File: src/rtl/inst_load_arbiter_if.sv
// Read-side bundle between the instruction-load arbiter and the AXI read
// master / instruction memory: block-accept flag, start/done handshake and
// the transfer descriptor held for the duration of a read.
interface inst_load_arbiter_if #(
    parameter int unsigned AXI_ADDR_WIDTH = 42,
    parameter int unsigned MEM_REQ_W      = 16
);
    logic                      imem_wr_req;
    logic                      ap_done_rd;
    logic                      ap_start_rd;
    logic [AXI_ADDR_WIDTH-1:0] ctrl_addr_offset_rd;
    logic [MEM_REQ_W-1:0]      ctrl_xfer_size_in_bytes_rd;

    // Arbiter side: issues reads, observes completion and memory readiness.
    modport master (
        input  imem_wr_req,
        input  ap_done_rd,
        output ap_start_rd,
        output ctrl_addr_offset_rd,
        output ctrl_xfer_size_in_bytes_rd
    );

    // AXI read master / memory side.
    modport slave (
        output imem_wr_req,
        output ap_done_rd,
        input  ap_start_rd,
        input  ctrl_addr_offset_rd,
        input  ctrl_xfer_size_in_bytes_rd
    );
endinterface

File: src/rtl/inst_load_arbiter.sv
// Instruction-load arbiter: collects toggle-encoded load requests from
// NUM_SRC sources, holds one request per source, and serialises them onto a
// single AXI read master with round-robin fairness (one read in flight).
// Optional feature macro: IMEM_LD_ZERO_SIZE_FILTER_EN -- when defined,
// zero-byte requests complete locally without touching AXI.
module inst_load_arbiter #(
    parameter int unsigned NUM_SRC        = 2,
    parameter int unsigned AXI_ADDR_WIDTH = 42,
    parameter int unsigned MEM_REQ_W      = 16
) (
    input  logic                              clk,
    input  logic                              reset,
    input  logic [NUM_SRC-1:0]                src_ld_req_in,
    input  logic [NUM_SRC*AXI_ADDR_WIDTH-1:0] src_ld_addr,
    input  logic [NUM_SRC*MEM_REQ_W-1:0]      src_ld_req_size,
    output logic [NUM_SRC-1:0]                src_ld_done,
    output logic                              busy,
    output logic [NUM_SRC-1:0]                req_dropped,
    inst_load_arbiter_if.master               rd_if
);

    localparam int unsigned IDX_W = (NUM_SRC > 1) ? $clog2(NUM_SRC) : 1;

    typedef enum logic [1:0] {
        S_IDLE      = 2'd0,
        S_ISSUE     = 2'd1,
        S_WAIT_DONE = 2'd2
    } state_t;

    state_t                    r_state;
    state_t                    w_state_nxt;

    logic [NUM_SRC-1:0]        r_req_d;
    logic [NUM_SRC-1:0]        r_pending;
    logic [NUM_SRC-1:0]        r_dropped;
    logic [NUM_SRC-1:0]        r_done;
    logic [AXI_ADDR_WIDTH-1:0] r_hold_addr [NUM_SRC];
    logic [MEM_REQ_W-1:0]      r_hold_size [NUM_SRC];
    logic [IDX_W-1:0]          r_rr_ptr;
    logic [IDX_W-1:0]          r_grant;
    logic                      r_start;
    logic                      r_busy;
    logic [AXI_ADDR_WIDTH-1:0] r_addr;
    logic [MEM_REQ_W-1:0]      r_size;

    logic [NUM_SRC-1:0]        w_det;
    logic [NUM_SRC-1:0]        w_clr;
    logic                      w_grant_vld;
    logic [IDX_W-1:0]          w_grant_idx;
    logic                      w_load;
    logic                      w_complete;
    logic [IDX_W-1:0]          w_cmp_idx;
    int unsigned               w_idx;

    // Any level change on a toggle input is one request.
    assign w_det = src_ld_req_in ^ r_req_d;

    // Round-robin search: first pending source at or above rr_ptr, wrapping.
    always_comb begin
        w_grant_vld = 1'b0;
        w_grant_idx = r_rr_ptr;
        w_idx       = 0;
        for (int unsigned k = 0; k < NUM_SRC; k++) begin
            w_idx = 32'(r_rr_ptr) + k;
            if (w_idx >= NUM_SRC) begin
                w_idx = w_idx - NUM_SRC;
            end
            if (!w_grant_vld && r_pending[IDX_W'(w_idx)]) begin
                w_grant_vld = 1'b1;
                w_grant_idx = IDX_W'(w_idx);
            end
        end
    end

    // State register.
    always_ff @(posedge clk or negedge reset) begin
        if (!reset) begin
            r_state <= S_IDLE;
        end else begin
            r_state <= w_state_nxt;
        end
    end

    // Next-state and transaction control decode.
    always_comb begin
        w_state_nxt = r_state;
        w_load      = 1'b0;
        w_complete  = 1'b0;
        w_cmp_idx   = r_grant;
        case (r_state)
            S_IDLE: begin
                if (w_grant_vld && rd_if.imem_wr_req) begin
`ifdef IMEM_LD_ZERO_SIZE_FILTER_EN
                    if (r_hold_size[w_grant_idx] == '0) begin
                        w_complete = 1'b1;
                        w_cmp_idx  = w_grant_idx;
                    end else begin
                        w_load      = 1'b1;
                        w_state_nxt = S_ISSUE;
                    end
`else
                    w_load      = 1'b1;
                    w_state_nxt = S_ISSUE;
`endif
                end
            end
            S_ISSUE: begin
                w_state_nxt = S_WAIT_DONE;
            end
            S_WAIT_DONE: begin
                if (rd_if.ap_done_rd) begin
                    w_complete  = 1'b1;
                    w_state_nxt = S_IDLE;
                end
            end
            default: begin
                w_state_nxt = S_IDLE;
            end
        endcase
    end

    // One-hot clear of the pending bit for the source being completed.
    always_comb begin
        w_clr = '0;
        for (int unsigned i = 0; i < NUM_SRC; i++) begin
            w_clr[i] = w_complete && (w_cmp_idx == IDX_W'(i));
        end
    end

    // Per-source request capture, pending tracking and sticky drop flags.
    always_ff @(posedge clk or negedge reset) begin
        if (!reset) begin
            r_req_d   <= '0;
            r_pending <= '0;
            r_dropped <= '0;
            for (int unsigned i = 0; i < NUM_SRC; i++) begin
                r_hold_addr[i] <= '0;
                r_hold_size[i] <= '0;
            end
        end else begin
            r_req_d <= src_ld_req_in;
            for (int unsigned i = 0; i < NUM_SRC; i++) begin
                if (w_det[i]) begin
                    // A slot being freed this cycle may take the new request.
                    if (r_pending[i] && !w_clr[i]) begin
                        r_dropped[i] <= 1'b1;
                    end else begin
                        r_pending[i]   <= 1'b1;
                        r_hold_addr[i] <= src_ld_addr[i*AXI_ADDR_WIDTH +: AXI_ADDR_WIDTH];
                        r_hold_size[i] <= src_ld_req_size[i*MEM_REQ_W +: MEM_REQ_W];
                    end
                end else if (w_clr[i]) begin
                    r_pending[i] <= 1'b0;
                end
            end
        end
    end

    // AXI descriptor, start pulse, busy, completion toggles and rr pointer.
    always_ff @(posedge clk or negedge reset) begin
        if (!reset) begin
            r_grant  <= '0;
            r_rr_ptr <= '0;
            r_addr   <= '0;
            r_size   <= '0;
            r_start  <= 1'b0;
            r_busy   <= 1'b0;
            r_done   <= '0;
        end else begin
            r_start <= w_load;
            r_busy  <= (w_state_nxt != S_IDLE);
            if (w_load) begin
                r_grant <= w_grant_idx;
                r_addr  <= r_hold_addr[w_grant_idx];
                r_size  <= r_hold_size[w_grant_idx];
            end
            if (w_complete) begin
                r_done   <= r_done ^ w_clr;
                r_rr_ptr <= (w_cmp_idx == IDX_W'(NUM_SRC - 1)) ? '0 : w_cmp_idx + IDX_W'(1);
            end
        end
    end

    assign rd_if.ap_start_rd                = r_start;
    assign rd_if.ctrl_addr_offset_rd        = r_addr;
    assign rd_if.ctrl_xfer_size_in_bytes_rd = r_size;
    assign src_ld_done                      = r_done;
    assign busy                             = r_busy;
    assign req_dropped                      = r_dropped;

endmodule

File: src/flat_wrapper.sv
// flat-port wrapper written by rule: the top's interface ports become plain ports
module inst_load_arbiter_flat 
#(
    parameter int unsigned NUM_SRC        = 2,
    parameter int unsigned AXI_ADDR_WIDTH = 42,
    parameter int unsigned MEM_REQ_W      = 16
)
  (clk, reset, src_ld_req_in, src_ld_addr, src_ld_req_size, src_ld_done, busy, req_dropped, rd_if_imem_wr_req, rd_if_ap_done_rd, rd_if_ap_start_rd, rd_if_ctrl_addr_offset_rd, rd_if_ctrl_xfer_size_in_bytes_rd);
  inst_load_arbiter_if #(.AXI_ADDR_WIDTH(AXI_ADDR_WIDTH), .MEM_REQ_W(MEM_REQ_W)) rd_if_i ();
  input  logic clk;
  input  logic reset;
  input  logic [NUM_SRC-1:0] src_ld_req_in;
  input  logic [NUM_SRC*AXI_ADDR_WIDTH-1:0] src_ld_addr;
  input  logic [NUM_SRC*MEM_REQ_W-1:0] src_ld_req_size;
  output logic [NUM_SRC-1:0] src_ld_done;
  output logic busy;
  output logic [NUM_SRC-1:0] req_dropped;
  input wire logic [$bits(rd_if_i.imem_wr_req)-1:0] rd_if_imem_wr_req;
  input wire logic [$bits(rd_if_i.ap_done_rd)-1:0] rd_if_ap_done_rd;
  output wire logic [$bits(rd_if_i.ap_start_rd)-1:0] rd_if_ap_start_rd;
  output wire logic [$bits(rd_if_i.ctrl_addr_offset_rd)-1:0] rd_if_ctrl_addr_offset_rd;
  output wire logic [$bits(rd_if_i.ctrl_xfer_size_in_bytes_rd)-1:0] rd_if_ctrl_xfer_size_in_bytes_rd;
  assign rd_if_i.imem_wr_req = rd_if_imem_wr_req;
  assign rd_if_i.ap_done_rd = rd_if_ap_done_rd;
  assign rd_if_ap_start_rd = rd_if_i.ap_start_rd;
  assign rd_if_ctrl_addr_offset_rd = rd_if_i.ctrl_addr_offset_rd;
  assign rd_if_ctrl_xfer_size_in_bytes_rd = rd_if_i.ctrl_xfer_size_in_bytes_rd;
  inst_load_arbiter #(.NUM_SRC(NUM_SRC), .AXI_ADDR_WIDTH(AXI_ADDR_WIDTH), .MEM_REQ_W(MEM_REQ_W)) u_core (.clk(clk), .reset(reset), .src_ld_req_in(src_ld_req_in), .src_ld_addr(src_ld_addr), .src_ld_req_size(src_ld_req_size), .src_ld_done(src_ld_done), .busy(busy), .req_dropped(req_dropped), .rd_if(rd_if_i));
endmodule
File: config.mk
export PLATFORM = sky130hd
export DESIGN_NAME = inst_load_arbiter_flat
export DESIGN_NICKNAME = d
export VERILOG_FILES = /design/src/rtl/inst_load_arbiter_if.sv /design/src/rtl/inst_load_arbiter.sv /design/src/flat_wrapper.sv
export SDC_FILE = /design/constraint.sdc
export NUM_CORES = 1
export LEC_CHECK = 0
export ABC_CLOCK_PERIOD_IN_PS = 2700
export CAP_MARGIN = 5
export CORE_MARGIN = 2
export CORE_UTILIZATION = 53
export DETAILED_ROUTE_END_ITERATION = 10
export HOLD_SLACK_MARGIN = 0.02
export PLACE_DENSITY = 0.85
export SYNTH_ARGS = -nofsm -noshare
export SYNTH_HDL_FRONTEND = slang
export SYNTH_SLANG_ARGS = --single-unit
export TNS_END_PERCENT = 100
File: constraint.sdc
create_clock -name clk -period 2.7 [get_ports clk]
set_clock_uncertainty 0.1 [all_clocks]
set_input_delay 0.27 -clock clk [delete_from_list [all_inputs] [get_ports clk]]
set_output_delay 0.27 -clock clk [all_outputs]
set_load 0.03 [all_outputs]
==> Implementation_results.wiki, run 1 <==
{| class="wikitable"
! Metric !! Value
|-
| Outcome || finished, final reports clean
|-
| Peak fanout along the critical path || 37
|-
| Via density per instance || around 5.5
|-
| Layout cell share with drive strength beyond 1 || a little under a fifth
|-
| Synthesized-area fraction occupied by ao, oa, aoi and oai cells || approximately 5.4%
|-
| Cell at the root of the clock tree || clkbuf_16
|-
| Final RePlAce weighted congestion || ~0.8
|-
| Core Box Area || about 14,000 sq um
|-
| Most instantiated flip-flop cell in the synthesis netlist || dfrtp_1
|-
| Nets@finish || 903
|-
| Portion of the post-synthesis area used by sequential elements || a little over three fifths
|-
| Worst Setup Path Type || flop to flop
|-
| Number of maximum-capacitance constraint violations || 0
|-
| Largest net degree at the start of global routing || approximately 70
|-
| Post_cts resized || 0
|-
| Grt ovf || 0
|-
| Sum of negative setup slack || 0 ns
|-
| Critical path, cell by cell || nor2b_1 -> a21o_2 -> buf_4 -> nand2_1 -> a31oi_1
|-
| Worst min-delay path class || input port to flop
|-
| Initial antenna violation count || 0
|-
| Worst IR drop on VDD || between 700 and 800 uV
|-
| Diode insertion count for antenna repair || 0
|-
| Post-layout minimum cycle time || around 2.2 ns
|-
| Initial DRT Pass Iterations || 5
|-
| Mapped Nets || 723
|-
| Most frequent standard cell in the layout excluding fill and tap cells || dfrtp_1
|-
| Yosys warnings || 0
|-
| Fmax || 461.1 MHz
|-
| Post-synthesis async set-or-reset flop share || 100.0%
|-
| Flop and latch count out of synthesis || about 190
|-
| Worst setup slack before clock tree synthesis || ~0.38 ns
|-
| Clock latency at the later pin of the worst-skew pair || between 0.4 and 0.5 ns
|-
| Number of enable flip-flop cells after synthesis || 0
|-
| Overall die area || 15,150 sq um
|-
| Top library cells by usage in the layout, fill and taps aside || 188 x dfrtp_1, 184 x clkdlybuf4s50_1, 119 x nand2_1, 78 x mux2_2, 60 x nor2_1
|-
| Final Max Tran Viols || 0
|-
| Power, Total || 0.01254 W
|-
| Synth Area in Adders || 0%
|-
| Number of top-level pins || 186
|-
| Starting Density || roughly 54%
|-
| Worst setup EP type || flop
|-
| Number of buffers created by CTS || 17
|-
| Leakage || ~4.3 nW
|-
| CTS tree || yes
|-
| Power per cell area || ~1200 nW/um^2
|-
| Detailed placement HPWL || 12,010 um
|-
| Hold_sp || src_ld_req_in[1]
|-
| Summed instance area of the synthesized netlist || approximately 7500 sq um
|-
| Antenna-violating nets left || 0
|-
| Arrival time at the worst endpoint || about 2.4 ns
|-
| Deepest clock path buffer count || 2
|-
| Global-route wire length before repair || ~28,000 um
|-
| Synth-to-layout area growth || 34.51%
|-
| Post-route setup slack || around 0.53 ns
|-
| Die width || 123.1 um
|-
| Filler Cell Count || 930
|-
| Critical Path Start || u_core.r_pending[1]
|-
| DRT Wirelength || around 18,000 um
|-
| Unique masters post-synth || 28
|-
| Worst slew pin tran || 0.7523 ns
|-
| Data required time at the worst endpoint || about 2.9 ns
|-
| Number of design-rule violations left by the first detailed-router iteration || between 300 and 400
|-
| Critical Path Start Type || flop
|-
| Delay of the slowest critical-path stage || 0.64 ns
|-
| Mux share of post-synthesis cell area || approximately a fifth
|-
| Port-buffer cells || roughly 190
|-
| Average detailed-routed wire length per instance || about 19 um
|-
| Number of buffers inserted by post-CTS setup repair || 0
|-
| Vias in the first global route || between 5,000 and 6,000
|-
| Avg Inst Size Synth || ~13 sq um
|-
| Clk pin slew, worst setup/hold paths || 0.06 ns
|-
| RSZ-0062 raised after global routing || false
|-
| Xor/xnor share of the synthesized area || less than 1%
|-
| Launch instance of the worst register-to-register path || u_core.r_pending[1]
|-
| Endpoints failing hold || 0
|-
| Total number of H-tree levels || 4
|-
| Via count || approximately 5,300
|-
| Largest family of logic cells by synthesized area || multiplexers
|-
| Basic-gate share of the synthesized area counting and, or, nand and nor cells || between 10% and 20%
|-
| GRT Total Usage || between 20 and 25%
|-
| Relative slew slack || between 40% and 50%
|-
| Clock Sink Count || ~190
|-
| Slowest stage cell, crit path || a21o_2
|-
| Die H || between 100 and 150 um
|-
| Number of instances in the synthesized netlist || 601
|-
| Placement row count || 43
|-
| Setup violations, final || 0
|-
| Period Utilization, post-route || between 80% and 90%
|-
| Number of DRC violations after detailed routing || 0
|}
## synth_stat cells, types with 2 or more instances
| library cell | instances | share of area, % |
|---|---|---|
| a31oi_1 | 58 | 4.8 |
| buf_1 | 4 | 0.20 |
| buf_2 | 19 | 1.3 |
| buf_6 | 5 | 0.75 |
| clkbuf_1 | 8 | 0.40 |
| dfrtp_1 | 188 | 63 |
| mux2_1 | 20 | 3.0 |
| mux2_2 | 78 | 12 |
| mux2_4 | 20 | 4.0 |
| nand2_1 | 119 | 5.9 |
| nand2b_1 | 2 | 0.17 |
| nor2_1 | 60 | 3.0 |
| nor2b_1 | 2 | 0.17 |
| o21bai_1 | 2 | 0.20 |
| xnor2_1 | 3 | 0.35 |
## path summary, 6_finish.rpt
path | end | slack, ns | cells past startpoint
worst max-delay path | u_core.rd_if.ctrl_addr_offset_rd[17] | 0.53 | 5
worst min-delay path | u_core.r_req_d[1] | 0.26 | 1
worst max register to register | u_core.rd_if.ctrl_addr_offset_rd[17] | 0.53 | 5
worst min register to register | u_core.req_dropped[0] | 0.38 | 1
max in group asynchronous | u_core.rd_if.ctrl_addr_offset_rd[3] | 1.38 | 3
min in group asynchronous | u_core.r_hold_addr[61] | 0.30 | 2
## final cells by class
class                           count  area (sq um)  share of cell area (%)
Sequential cell                   188          4705                   46.54
Clock inverter                      7         67.56                  0.6684
Clock buffer                       23         467.9                   4.629
Tap cell                          180         225.2                   2.228
Timing Repair Buffer              198          2003                   19.82
Multi-Input combinational cell    376          2640                   26.12
## kinds of logic after synthesis
family / Yosys count
simple gates: 190
flops: 188
mux: 118
compound gates: 64
buf+inv: 37
xor+xnor: 4
## repair_timing
action | in CTS | in global routing
setup endpoints to repair | 0 | 0
endpoints found under the hold margin | 64 | 0
hold buffers | 1 | 0
## metal layers
metal / GRT usage [%] / wire length (um) / part of all wire [%] / vias to the layer above
met1: 29.29 / 7003 / 39 / 2702
met4: 10.80 / 511 / 2.8 / 0
li1: - / - / - / 2400
met5: 0 / 0 / 0 / -
met2: 42.68 / 9423 / 52 / 191
met3: 6.273 / 1074 / 6.0 / 39
## power breakdown
group | internal, W | total [W] | leakage [nW] | switching, W
Sequential | 0.00422 | 0.00506 | 2.20 | 0.000836
Combinational | 0.00242 | 0.00518 | 1.82 | 0.00276
Clock | 0.00130 | 0.00230 | 0.255 | 0.000997
## state kept, by name, summed over array words and instances, names as in the netlist
signal,flops
u_core.busy,1
u_core.r_grant,1
u_core.r_hold_addr,84
u_core.r_hold_size,32
u_core.r_pending,2
u_core.r_req_d,2
u_core.r_rr_ptr,1
u_core.r_state,2
u_core.rd_if.ap_start_rd,1
u_core.rd_if.ctrl_addr_offset_rd,42
u_core.rd_if.ctrl_xfer_size_in_bytes_rd,16
u_core.req_dropped,2
u_core.src_ld_done,2
## stage by stage
step           std cells  instance area [sq um]  hold slack [ns]  utilization (%)
3_5_place_dp         941                   9563           0.1983            68.89
3_3_place_gp         941                   9563           0.1883            68.89
4_1_cts              972                  10110           0.2477            72.82
6_report             972                  10110           0.2643            72.82
5_1_grt              972                  10110           0.2574            72.82
2_1_floorplan        601                   7515          -0.1256                -
## worst max-delay path: cells and delay by family, from the launching register on
| kind | cells | cell delay [ns] |
|---|---|---|
| AOI/OAI and AO/OA | 2 | 0.85 |
| buffers and inverters | 1 | 0.32 |
| DFF | 1 | 0.44 |
| and+or+nand+nor | 2 | 0.36 |
No activity file was read; power rests on OpenSTA's default activity.
==> inputs of run 2 (changes only) <==
Settings changed: ABC_CLOCK_PERIOD_IN_PS 2700 to 2200, CORE_UTILIZATION 53 to 49, PLACE_DENSITY 0.85 to 0.8.
Clock period 2.7 ns to 2.2 ns, I/O delays scaled along.
==> Implementation_results.wiki, run 2 (same netlist as run 1, synthesis figures left out) <==
{| class="wikitable"
! Metric !! Value
|-
| Outcome || finished, final reports clean
|-
| CTS Hold Buffers Added || 1
|-
| Top library cells by usage in the layout, fill and taps aside || 188 x dfrtp_1, 184 x clkdlybuf4s50_1, 119 x nand2_1, 78 x mux2_2, 60 x nor2_1
|-
| Register-to-Register Setup Slack || approximately 0.28 ns
|-
| Peak fanout along the critical path || 30
|-
| Number of maximum-capacitance constraint violations || 0
|-
| Worst slew pin tran || around 0.57 ns
|-
| Leakage || 4.329 nW
|-
| Final Max Tran Viols || 0
|-
| Max reg flops || 84
|-
| Number of DRC violations after detailed routing || 0
|-
| Period Utilization, post-route || around 87%
|-
| Slowest stage cell, crit path || dfrtp_1
|-
| Average detailed-routed wire length per instance || between 15 and 20 um
|-
| Fmax || 522.0 MHz
|-
| Grt ovf || 0
|-
| Clk pin slew, worst setup/hold paths || ~0.07 ns
|-
| Data required time at the worst endpoint || between 2 and 2.5 ns
|-
| Critical Path Start Type || flop
|-
| Critical path, cell by cell || and4bb_1 -> nor2b_1 -> nor2_4 -> buf_12 -> mux2_2
|-
| Antenna-violating nets left || 0
|-
| Global-route wire length before repair || approximately 28,000 um
|-
| Category of cells accounting for the largest share of critical-path delay || simple AND/OR/NAND/NOR gates
|-
| Detailed placement HPWL || about 12,000 um
|-
| Worst min-delay path class || input port to flop
|-
| Port-buffer cells || between 150 and 200
|-
| Final RePlAce weighted congestion || between 0.7 and 0.8
|-
| Diode insertion count for antenna repair || 0
|-
| Number of top-level pins || ~190
|-
| Sum of negative setup slack || 0 ns
|-
| Cell at the root of the clock tree || clkbuf_16
|-
| CTS tree || yes
|-
| Initial DRT Pass Iterations || 6
|-
| Power per cell area || 1509 nW/um^2
|-
| Clock latency at the later pin of the worst-skew pair || roughly 0.42 ns
|-
| Number of buffers inserted by post-CTS setup repair || 0
|-
| Worst setup EP type || flop
|-
| Nets@finish || 907
|-
| Post-route setup slack || about 0.28 ns
|-
| Number of buffers created by CTS || 17
|-
| Die width || ~130 um
|-
| Total number of H-tree levels || 4
|-
| Vias in the first global route || 5,676
|-
| Grt met1 use || between 20 and 30%
|-
| Placement row count || 45
|-
| Util after Layout || 67.80%
|-
| DRT Wirelength || about 17,000 um
|-
| Initial antenna violation count || 0
|-
| Endpoints failing hold || 0
|-
| Arrival time at the worst endpoint || about 2.1 ns
|-
| Starting Density || about half
|-
| Post-route cell area || 10,230 sq um
|-
| Worst Setup Path Type || flop to flop
|-
| Worst IR drop on VDD || about 1000 uV
|-
| Most frequent standard cell in the layout excluding fill and tap cells || dfrtp_1
|-
| Die H || around 130 um
|-
| Layout cell share with drive strength beyond 1 || about a fifth
|-
| Overall die area || about 16,000 sq um
|-
| Worst setup slack before clock tree synthesis || about 0.072 ns
|-
| Number of design-rule violations left by the first detailed-router iteration || roughly 260
|-
| Post-layout minimum cycle time || 1.916 ns
|-
| Setup violations, final || 0
|-
| Via count || around 5,200
|-
| DP Area || slightly below 10,000 sq um
|-
| Core Box Area || ~15,000 sq um
|-
| Crit path buffers/inverters || 1
|-
| Clock Sink Count || 188
|-
| Largest net degree at the start of global routing || 62
|-
| Power, Total || roughly 0.015 W
|-
| Largest register by flop count || u_core.r_hold_addr
|-
| Global routing's busiest layer || met2
|-
| Met2 usage in global routing || between 30% and 40%
|-
| Delay of the slowest critical-path stage || 0.45 ns
|-
| Filler Cell Count || approximately 1,100
|-
| Synth-to-layout area growth || 36.15%
|-
| Relative slew slack || between 60% and 70%
|-
| GRT Total Usage || 22.21%
|-
| RSZ-0062 raised after global routing || false
|-
| Post_cts resized || 0
|-
| Routing usage on met3 || 6.845%
|-
| Deepest clock path buffer count || 2
|-
| Via density per instance || approximately 5.3
|}
==> run 2: changes by cell type in the layout (fill, tap and decap cells not counted) <==
cell | previous run | this run
buf_4 | 8 | 7
clkinv_4 | 0 | 2
clkinv_2 | 3 | 5
clkbuf_1 | 4 | 2
buf_12 | 4 | 9
==> run 2: worst reg2reg max path: stages, from the launching register on <==
cell	delay [ns]
dfrtp_1	0.45
and4bb_1	0.36
nor2b_1	0.09
nor2_4	0.17
buf_12	0.25
mux2_2	0.39
==> run 2: per-layer routing <==
layer	wire length, um	part of all wire (%)
met5	0	0
met4	408	2.4
met3	1058	6.1
met2	8623	50
met1	7235	42
==> run 2: final timing paths <==
path	startpoint	end	cells after the start
max in group asynchronous	reset	u_core.r_hold_addr[31]	3
max reg2reg	u_core.r_state[0]	u_core.r_hold_addr[51]	5
max	u_core.r_state[0]	u_core.r_hold_addr[51]	5
min in group asynchronous	reset	u_core.rd_if.ctrl_addr_offset_rd[23]	2
min	src_ld_req_in[1]	u_core.r_req_d[1]	1
min reg2reg	u_core.src_ld_done[0]	u_core.src_ld_done[0]	1
==> run 2: area by class of cell <==
class	instances	area, sq um	share of cell area (%)
sequential	188	4705	45.98
multi-input combinational	376	2640	25.80
timing repair buffer	202	2096	20.48
clock buffer	21	460.4	4.500
tap	188	235.2	2.299
clock inverter	11	95.09	0.9294
==> run 2: power breakdown <==
group | switching (W) | total, W | internal (W)
logic | 0.00334 | 0.00638 | 0.00305
registers | 0.000994 | 0.00617 | 0.00518
clock network | 0.00127 | 0.00288 | 0.00161
==> run 2: per-stage QoR <==
| step | hold WS (ns) | cells |
|---|---|---|
| 2_1_floorplan | -0.1756 | 601 |
| 4_1_cts | 0.1725 | 986 |
| 3_5_place_dp | 0.1408 | 953 |
| 3_3_place_gp | 0.1282 | 953 |
| 5_1_grt | 0.1883 | 986 |
| 6_report | 0.1862 | 986 |
==> inputs of run 3 (changes only) <==
Settings changed: CAP_MARGIN 5 to 40, CORE_ASPECT_RATIO from default to 1.75.
==> Implementation_results.wiki, run 3 (same netlist as run 1, synthesis figures left out) <==
{| class="wikitable"
! Metric !! Value
|-
| Initial DRT Pass Iterations || 5
|-
| Starting Density || approximately half
|-
| GRT Total Usage || 22.45%
|-
| Number of maximum-capacitance constraint violations || 0
|-
| Detailed placement HPWL || 12,500 um
|-
| Fmax || 523.7 MHz
|-
| Clk pin slew, worst setup/hold paths || 0.07 ns
|-
| Clock Sink Count || ~190
|-
| Placement row count || 59
|-
| Most frequent standard cell in the layout excluding fill and tap cells || dfrtp_1
|-
| Data required time at the worst endpoint || approximately 2.4 ns
|-
| Critical Path Start Type || flop
|-
| Setup violations, final || 0
|-
| Launch instance of the worst register-to-register path || u_core.r_pending[1]
|-
| RSZ-0062 raised after global routing || false
|-
| Global-route wire length before repair || 28,860 um
|-
| Number of buffers created by CTS || 17
|-
| Critical path, cell by cell || nor2b_1 -> a21o_2 -> buf_12 -> nand2_1 -> a31oi_1
|-
| Core Box Area || 14,910 sq um
|-
| Worst min-delay path class || input port to asynchronous set/reset pin
|-
| Crit path buffers/inverters || 1
|-
| Antenna-violating nets left || 0
|-
| Slowest stage cell, crit path || dfrtp_1
|-
| Category of cells accounting for the largest share of critical-path delay || compound AO/OA/AOI/OAI gates
|-
| Number of buffers inserted by post-CTS setup repair || 0
|-
| Final RePlAce weighted congestion || 0.7942
|-
| Top library cells by usage in the layout, fill and taps aside || 188 x dfrtp_1, 184 x clkdlybuf4s50_1, 119 x nand2_1, 78 x mux2_2, 60 x nor2_1
|-
| Critical Path Start || u_core.r_pending[1]
|-
| Post-layout minimum cycle time || roughly 1.9 ns
|-
| Via density per instance || approximately 5.3
|-
| Vias in the first global route || around 5,700
|-
| Endpoints failing hold || 0
|-
| Layout cell share with drive strength beyond 1 || 19.50%
|-
| Power, Total || approximately 0.016 W
|-
| Diode insertion count for antenna repair || 0
|-
| Worst IR drop on VDD || between 700 and 800 uV
|-
| Via count || about 5,200
|-
| Period Utilization, post-route || 86.79%
|-
| Synth-to-layout area growth || 37.51%
|-
| Fin Hold WS || 0.1173 ns
|-
| Number of design-rule violations left by the first detailed-router iteration || 227
|-
| Deepest clock path buffer count || 2
|-
| Delay of the slowest critical-path stage || ~0.44 ns
|-
| Peak fanout along the critical path || 28
|-
| Clock latency at the later pin of the worst-skew pair || about 0.42 ns
|-
| DRT Wirelength || around 18,000 um
|-
| Power per cell area || around 1500 nW/um^2
|-
| Sum of negative setup slack || 0 ns
|-
| Nets@finish || 909
|-
| Instance count after placement with tap cells included || 950
|-
| Cell at the root of the clock tree || clkbuf_16
|-
| Worst slew pin tran || around 0.49 ns
|-
| Number of standard cells in the final layout excluding fillers || between 900 and 1,000
|-
| CTS tree || yes
|-
| Leakage || 4.381 nW
|-
| Port-buffer cells || approximately 190
|-
| Number of top-level pins || 186
|-
| Overall die area || 16,380 sq um
|-
| Max reg flops || 84
|-
| Relative slew slack || 67.15%
|-
| Total number of H-tree levels || 4
|-
| Largest register by flop count || u_core.r_hold_addr
|-
| Average detailed-routed wire length per instance || between 15 and 20 um
|-
| Worst setup EP type || flop
|-
| Initial antenna violation count || 0
|-
| Arrival time at the worst endpoint || approximately 2.1 ns
|-
| Die H || approximately 170 um
|-
| Number of DRC violations after detailed routing || 0
|-
| Final Max Tran Viols || 0
|-
| Largest net degree at the start of global routing || slightly below 80
|-
| Outcome || finished, final reports clean
|-
| Grt ovf || 0
|-
| Worst Setup Path Type || flop to flop
|-
| Die width || 97.62 um
|}
[run 3: power by group]
part           internal [W]  switching, W
clock network       0.00164       0.00139
logic               0.00315       0.00340
registers           0.00518       0.00100
total               0.00996       0.00580
[run 3: metal layers]
layer	track usage, %	wire length [um]
met1	26.19	6762
met2	38.98	9510
met3	5.023	787
met4	10.99	711
met5	0	0
[run 3: layout make-up]
cell class	instances	area, sq um
clock inverter	14	160.2
tap	183	229.0
multi-input combinational	376	2640
timing repair buffer	204	2161
fill	1052	4578
sequential	188	4705
clock buffer	18	439.2
[run 3: worst paths after layout]
check	slack [ns]	endpoint	cells after the start
max	0.29	u_core.rd_if.ctrl_addr_offset_rd[15]	5
max in group asynchronous	1.13	u_core.rd_if.ctrl_addr_offset_rd[29]	3
max reg2reg	0.29	u_core.rd_if.ctrl_addr_offset_rd[15]	5
min reg2reg	0.38	u_core.src_ld_done[0]	1
min in group clk	0.20	u_core.r_req_d[1]	1
min	0.12	u_core.r_hold_size[29]	2
[run 3: through the flow]
step           instance area, sq um  worst slack [ns]  util, %
2_1_floorplan                  7515            0.4226        -
3_3_place_gp                   9724            0.1111    65.21
5_1_grt                       10330            0.1552    69.30
4_1_cts                       10330            0.2690    69.30
3_5_place_dp                   9724           0.08323    65.21
6_report                      10330            0.2905    69.30
[run 3: what timing repair did]
| action | in CTS | in global routing |
|---|---|---|
| hold endpoints to repair | 188 | 0 |
| hold buffers | 1 | 0 |
| gates resized for setup | 0 | 0 |
